## src/rtl/pc_gen.sv

```systemverilog
// IF-stage fetch-address generator: reset vector, stall, branch and flush redirects.
// The pc, ce and misalignment flag are all registered and update together.
module pc_gen #(
    parameter int                 ADDR_W       = 32,
    parameter int                 INST_BYTES   = 4,
    parameter logic [ADDR_W-1:0]  RESET_VECTOR = {ADDR_W{1'b0}}
) (
    input  logic              clk,
    input  logic              rst,
    input  logic              stall,
    input  logic              branch_flag,
    input  logic [ADDR_W-1:0] branch_target,
    input  logic              flush,
    input  logic [ADDR_W-1:0] new_pc,
    output logic [ADDR_W-1:0] pc,
    output logic              ce,
    output logic              pc_misalign
);

    // A mask of zero (INST_BYTES=1) makes the misalignment flag constant 0.
    localparam logic [ADDR_W-1:0] ALIGN_MASK = ADDR_W'(INST_BYTES - 1);
    localparam logic [ADDR_W-1:0] PC_INC     = ADDR_W'(INST_BYTES);

    typedef enum logic {OFF, RUN} state_t;

    state_t            state_q;
    logic [ADDR_W-1:0] pc_q, pc_d;
    logic              ce_q;
    logic              misalign_q;

    always_comb begin
        pc_d = pc_q + PC_INC;
        if (state_q == OFF)
            pc_d = RESET_VECTOR;
        else if (flush)
            pc_d = new_pc;
        else if (stall)
            pc_d = pc_q;
        else if (branch_flag)
            pc_d = branch_target;
    end

    always_ff @(posedge clk) begin
        if (rst) begin
            state_q    <= OFF;
            pc_q       <= RESET_VECTOR;
            ce_q       <= 1'b0;
            misalign_q <= 1'b0;
        end else begin
            state_q    <= RUN;
            pc_q       <= pc_d;
            ce_q       <= 1'b1;
            misalign_q <= |(pc_d & ALIGN_MASK);
        end
    end

    assign pc          = pc_q;
    assign ce          = ce_q;
    assign pc_misalign = misalign_q;

endmodule

```

## config.mk

```make
export PLATFORM = sky130hd
export DESIGN_NAME = pc_gen
export DESIGN_NICKNAME = d
export VERILOG_FILES = /design/src/rtl/pc_gen.sv
export SDC_FILE = /design/constraint.sdc
export NUM_CORES = 1
export LEC_CHECK = 0
export BUFFER_PORTS_ARGS = -buffer_cell sky130_fd_sc_hd__buf_4
export CORE_MARGIN = 4
export CORE_UTILIZATION = 47
export DETAILED_ROUTE_END_ITERATION = 8
export MAX_ROUTING_LAYER = met4
export PLACE_DENSITY = 0.89
export RECOVER_POWER = 50
export SYNTH_ARGS = -nofsm -noshare
export SYNTH_HDL_FRONTEND = slang
export SYNTH_SLANG_ARGS = --single-unit
```

## constraint.sdc

```tcl
create_clock -name clk -period 2.9 [get_ports clk]
set_clock_uncertainty 0.1 [all_clocks]
set_input_delay 0.145 -clock clk [delete_from_list [all_inputs] [get_ports clk]]
set_output_delay 0.145 -clock clk [all_outputs]
set_load 0.1 [all_outputs]
```

=== Yosys cells after proc, flatten, opt, wreduce, memory -nomap -nowiden ===
Cells that the tools add are included.

* Memory bits (writable): 0
* Memories: 0
* Word-level logic and storage cells: 14
* Input bits: 69
* Memory bits (read-only): 0
* Output and inout port bits: 34
* Bits in latches: 0
* Register bits after elaboration: 34

* Add/sub/neg operators: 1
* Reduce and logical (&&, ||, !) cells: 2
* Shift-type cells: 0
* Mux-type cells: 5
* $mul: 0
* Divide/modulo/power cells: 0
* Bitwise gates (word level): 1
* Eq/ne operators: 1
* Order comparisons: 0

{| class="wikitable"
|+ Operators with widths
! kind !! count
|-
| two-way mux 32 bit || 3
|-
| adder 32 x 3 -> 32 bit, second input constant || 1
|-
| OR reduction 2 bit || 2
|-
| two-way mux 2 bit || 1
|-
| != test 2 x 1 -> 1 bit, second input constant || 1
|-
| two-way mux 1 bit || 1
|-
| inverter 1 bit || 1
|}

=== Logic depth before layout (Yosys ltp) ===
* Depth after elaboration: 6
* Gate-level depth with buffers: 7
* Gate-level depth less buffers: 6

=== Least setup slack after synthesis ===
OpenSTA, ideal clock, no wires.

* Kind: reg-to-reg
* From: register pc_q[2], in the netlist pc[2]
* To: register pc_q[20], in the netlist pc[20]
* Arrival time: 2768 ps
* Path slack: -44 ps
* Stages on the path, launching flop included: 8
* Buffers on the path: 1
* Setup time: 76 ps
* Data required time: 2724 ps
* Period minus slack after synthesis: 2944 ps
* Cells stage by stage: dfxtp_1 ha_1 nand4_1 or2_1 clkbuf_1 or4_1 xor2_1 o22ai_1

* Word-level cells in the longest chain between the ends: 4

{| class="wikitable"
|+ Ends and longest elaborated chain
! what !! RTL line !! RTL
|-
| from (decl) || 27 || <nowiki>logic [ADDR_W-1:0] pc_q, pc_d;</nowiki>
|-
| from (signal assigned) || 51 || <nowiki>pc_q <= pc_d;</nowiki>
|-
| adder 32 x 3 -> 32 bit || 32 || <nowiki>pc_d = pc_q + PC_INC;</nowiki>
|-
| two-way mux 32 bit || 39 || <nowiki>else if (branch_flag)</nowiki>
|-
| two-way mux 32 bit || 37 || <nowiki>else if (stall)</nowiki>
|-
| two-way mux 32 bit || 35 || <nowiki>else if (flush)</nowiki>
|}

No other way between the ends. The select of a mux whose other input is x is not followed.
A chain may end at the register's enable or synchronous reset.

=== Worst setup path after layout ===
* From: register pc_q[2], in the netlist pc[2]
* To: register pc_q[16], in the netlist pc[16]

The elaborated chain is that of the path after synthesis.

==> metrics.md <==
| Metric | Value |
|---|---|
| Syn Area/Cell | `7.486 um^2` |
| Grt ovf | `0` |
| RSZ-0062 raised after global routing | `no` |
| Cell internal pwr | `892.9 uW` |
| Clk network pwr share | `32.6%` |
| Die Y-Extent | `77.36 um` |
| Initial Util | `50.19%` |
| Kind of critical path | `reg2reg` |
| CP required | `2950 ps` |
| Switch Pwr | `483.9 uW` |
| Seq/Total Area, Yosys | `30.11%` |
| Drt total wl | `8444 um` |
| Clk slew on worst S/H paths | `70 ps` |
| Vias in the first global route | `2823` |
| CP max stage cell | `nor4_1` |
| Die Width | `77.36 um` |
| Post-synth EDFFs | `0` |
| Final hold viol count | `1` |
| Synth cell types | `53` |
| Vias per cell | `6.468` |
| Endpoint class of the critical path | `register` |
| Switching share of power | `35.15%` |
| Layout cell share with drive strength beyond 1 | `22.19%` |
| Failing checks | `hold timing` |
| Max stage delay on crit path | `700 ps` |
| Final Util | `68.92%` |
| Relative slew slack | `18.34%` |
| CTS buffer count | `5` |
| Status | `finished, violations left` |
| Largest net degree at the start of global routing | `35` |
| Met3 Use GR | `6.944%` |
| Setup TNS | `0 ps` |
| Pwr dens | `443.5 mW/mm^2` |
| Leak pwr | `1.237 nW` |
| HPWL Detailed | `5670 um` |
| Max clock buf depth | `2` |
| Top cells by area, synth | `dfxtp_1 (30%), nand2_1 (6.0%), o21ai_0 (5.3%)` |
| Max IR drop VDD | `0.4029 mV` |
| Mapped cell area | `0.002261 mm^2` |
| N_diodes | `0` |
| Flop pwr share | `37.8%` |
| Skew-Pair Late Insertion Delay | `290 ps` |
| Drt pass-1 iters | `5` |
| Met1 usage | `33.40%` |
| Worst path cell trace | `ha_1 > nand4_1 > nor4_1 > nand2_1 > xor2_1 > o22ai_1` |
| CTS root buffer | `clkbuf_8` |
| Vias | `2930` |
| Die area | `0.005984 mm^2` |
| Worst Tran Pin Value | `1230 ps` |
| H-Tree Depth | `2` |
| Share of the synthesized area in the top cell type | `30.11%` |
| # IOs | `103` |
| GRT busiest layer | `met2` |
| P&R area growth vs syn | `37.30%` |
| WHS | `-2.363 ps` |
| Comb pwr share | `29.6%` |
| FFs w/ async S/R, synth | `0%` |
| FMAX | `0.4305 GHz` |
| Min-Delay Path Class | `in2reg` |
| Synth warn | `0` |
| DRC Markers | `0` |
| Cell count after synthesis | `302` |
| Syn Nets | `372` |
| Met2 Track Usage GR | `45.16%` |
| DR WL/cell | `18.64 um` |
| Total of cells resized after clock tree synthesis | `0` |
| Critical path arrival | `2370 ps` |
| CTS tree | `yes` |
| Initial DRC count | `322` |
| Max-slew violations | `0` |
| Final net count | `471` |
| Final setup viols | `0` |
| First-pass GRT wire length | `13360 um` |
| ANT nets after route | `0` |
| Initial antenna violation count | `0` |
| Core Area | `0.004504 mm^2` |
| Largest area contributor in the netlist | `dfxtp_1` |
| Tmin final | `2323 ps` |
| Most common flop cell mapped by yosys | `dfxtp_1` |
| Total of max-cap violations | `0` |
| CP startpoint kind | `register` |
| Rows | `24` |
| Port bufs | `102` |
| Synthesized flop and latch total | `34` |
| Max Fanout on Critical Path | `6` |
| CTS Sinks | `34` |
| Placer Congestion | `0.8538` |
| GRT Util Overall | `28.00%` |
| Final Cycle Share | `80.09%` |
per-stage QoR:
step           worst slack [ps]  instances  total power, mW  area, um^2
2_1_floorplan             129.6        302           0.7969        2263
3_3_place_gp              766.8        439           0.9338        3047
3_5_place_dp              702.4        439           0.9402        3047
4_1_cts                   688.2        452            1.391        3219
5_1_grt                   424.3        453            1.430        3104
6_report                  577.3        453            1.377        3104
path summary, 6_finish.rpt:
check | start | cells past startpoint | slack (ps) | to
worst min register to register | pc[0]$_SDFF_PP0_ | 2 | 400 | pc[0]$_SDFF_PP0_
worst max register to register | pc[2]$_SDFFE_PP0P_ | 6 | 580 | pc[16]$_SDFFE_PP0P_
worst max-delay path | pc[2]$_SDFFE_PP0P_ | 6 | 580 | pc[16]$_SDFFE_PP0P_
worst min-delay path | new_pc[3] | 3 | -2 | pc[3]$_SDFFE_PP0P_
synth_stat cells, types with 2 or more instances:
library cell and n:
nand2_1 36, dfxtp_1 34, nor2_1 25, o21ai_0 24, clkbuf_1 16, nand3_1 15, o22ai_1 15, a21oi_1 12
a221o_1 9, and3_1 8, nor3_1 8, inv_1 7, mux2i_1 6, nand4_1 6, nor4_1 6, o221ai_1 6
xnor2_1 6, a31oi_1 5, xor2_1 5, a311oi_1 4, buf_1 4, nand2b_1 3, o211a_1 3, or4_1 3
a32o_1 2, buf_2 2, clkinv_1 2, mux2_2 2, o211ai_1 2, o31ai_1 2, or3_1 2
cell type report:
class	count	area, um^2
clock buffers	6	82.58
clock inverters	1	30.03
fillers	404	1400
inverters	9	33.78
multi-input cells	237	1461
flip-flops and latches	34	681.9
well taps	52	65.06
repair buffers	114	749.5
cell families (layout without fill, tap and decap cells):
family | after synthesis | in the layout | share of synthesized area [%]
buffers and inverters | 31 | 130 | 5.258
AOI/OAI and AO/OA | 96 | 96 | 29.39
DFF | 34 | 34 | 30.11
and+or+nand+nor | 121 | 121 | 26.79
xor gates and xnor gates | 11 | 11 | 4.261
muxes | 8 | 8 | 3.652
adders and majority gates | 1 | 1 | 0.5533
power by group through the flow:
stage	Clock, mW	Sequential [mW]	Combinational [mW]
floorplan	0	0.680	0.117
global placement	0	0.528	0.406
detailed placement	0	0.530	0.411
CTS	0.451	0.519	0.420
finish	0.449	0.520	0.407
global route	0.476	0.524	0.430
flip-flops by register name, indices dropped and copies added (netlist names):
name / cells
ce: 1
pc: 32
pc_misalign: 1
per-layer routing:
layer | vias up | wire length, um
met5 | - | 0
met4 | 0 | 267
met3 | 33 | 942
met2 | 213 | 4036
met1 | 1337 | 3198
li1 | 1347 | -
cell usage in the layout (no fill, tap or decap), types with 7 or more instances in the layout:
master and n:
buf_4 74, nand2_1 36, dfxtp_1 33, clkbuf_1 33, nor2_1 25, o21ai_0 24
o22ai_1 15, nand3_1 15, a21oi_1 12, a221o_1 9, nor3_1 8, and3_1 8
inv_1 7, dlygate4sd3_1 7
critical path, delay by kind of cell, from the launching register on:
family | cells | cell delay (ps)
AOI/OAI and AO/OA | 1 | 110
xor gates and xnor gates | 1 | 170
and+or+nand+nor | 3 | 1090
adders and majority gates | 1 | 270
DFF | 1 | 430
repair_timing:
action | CTS | global route
hold buffers | 6 | 1
setup buffers | 0 | 0
endpoints found under the hold margin | 6 | 1
No activity file was read; power rests on OpenSTA's default activity.
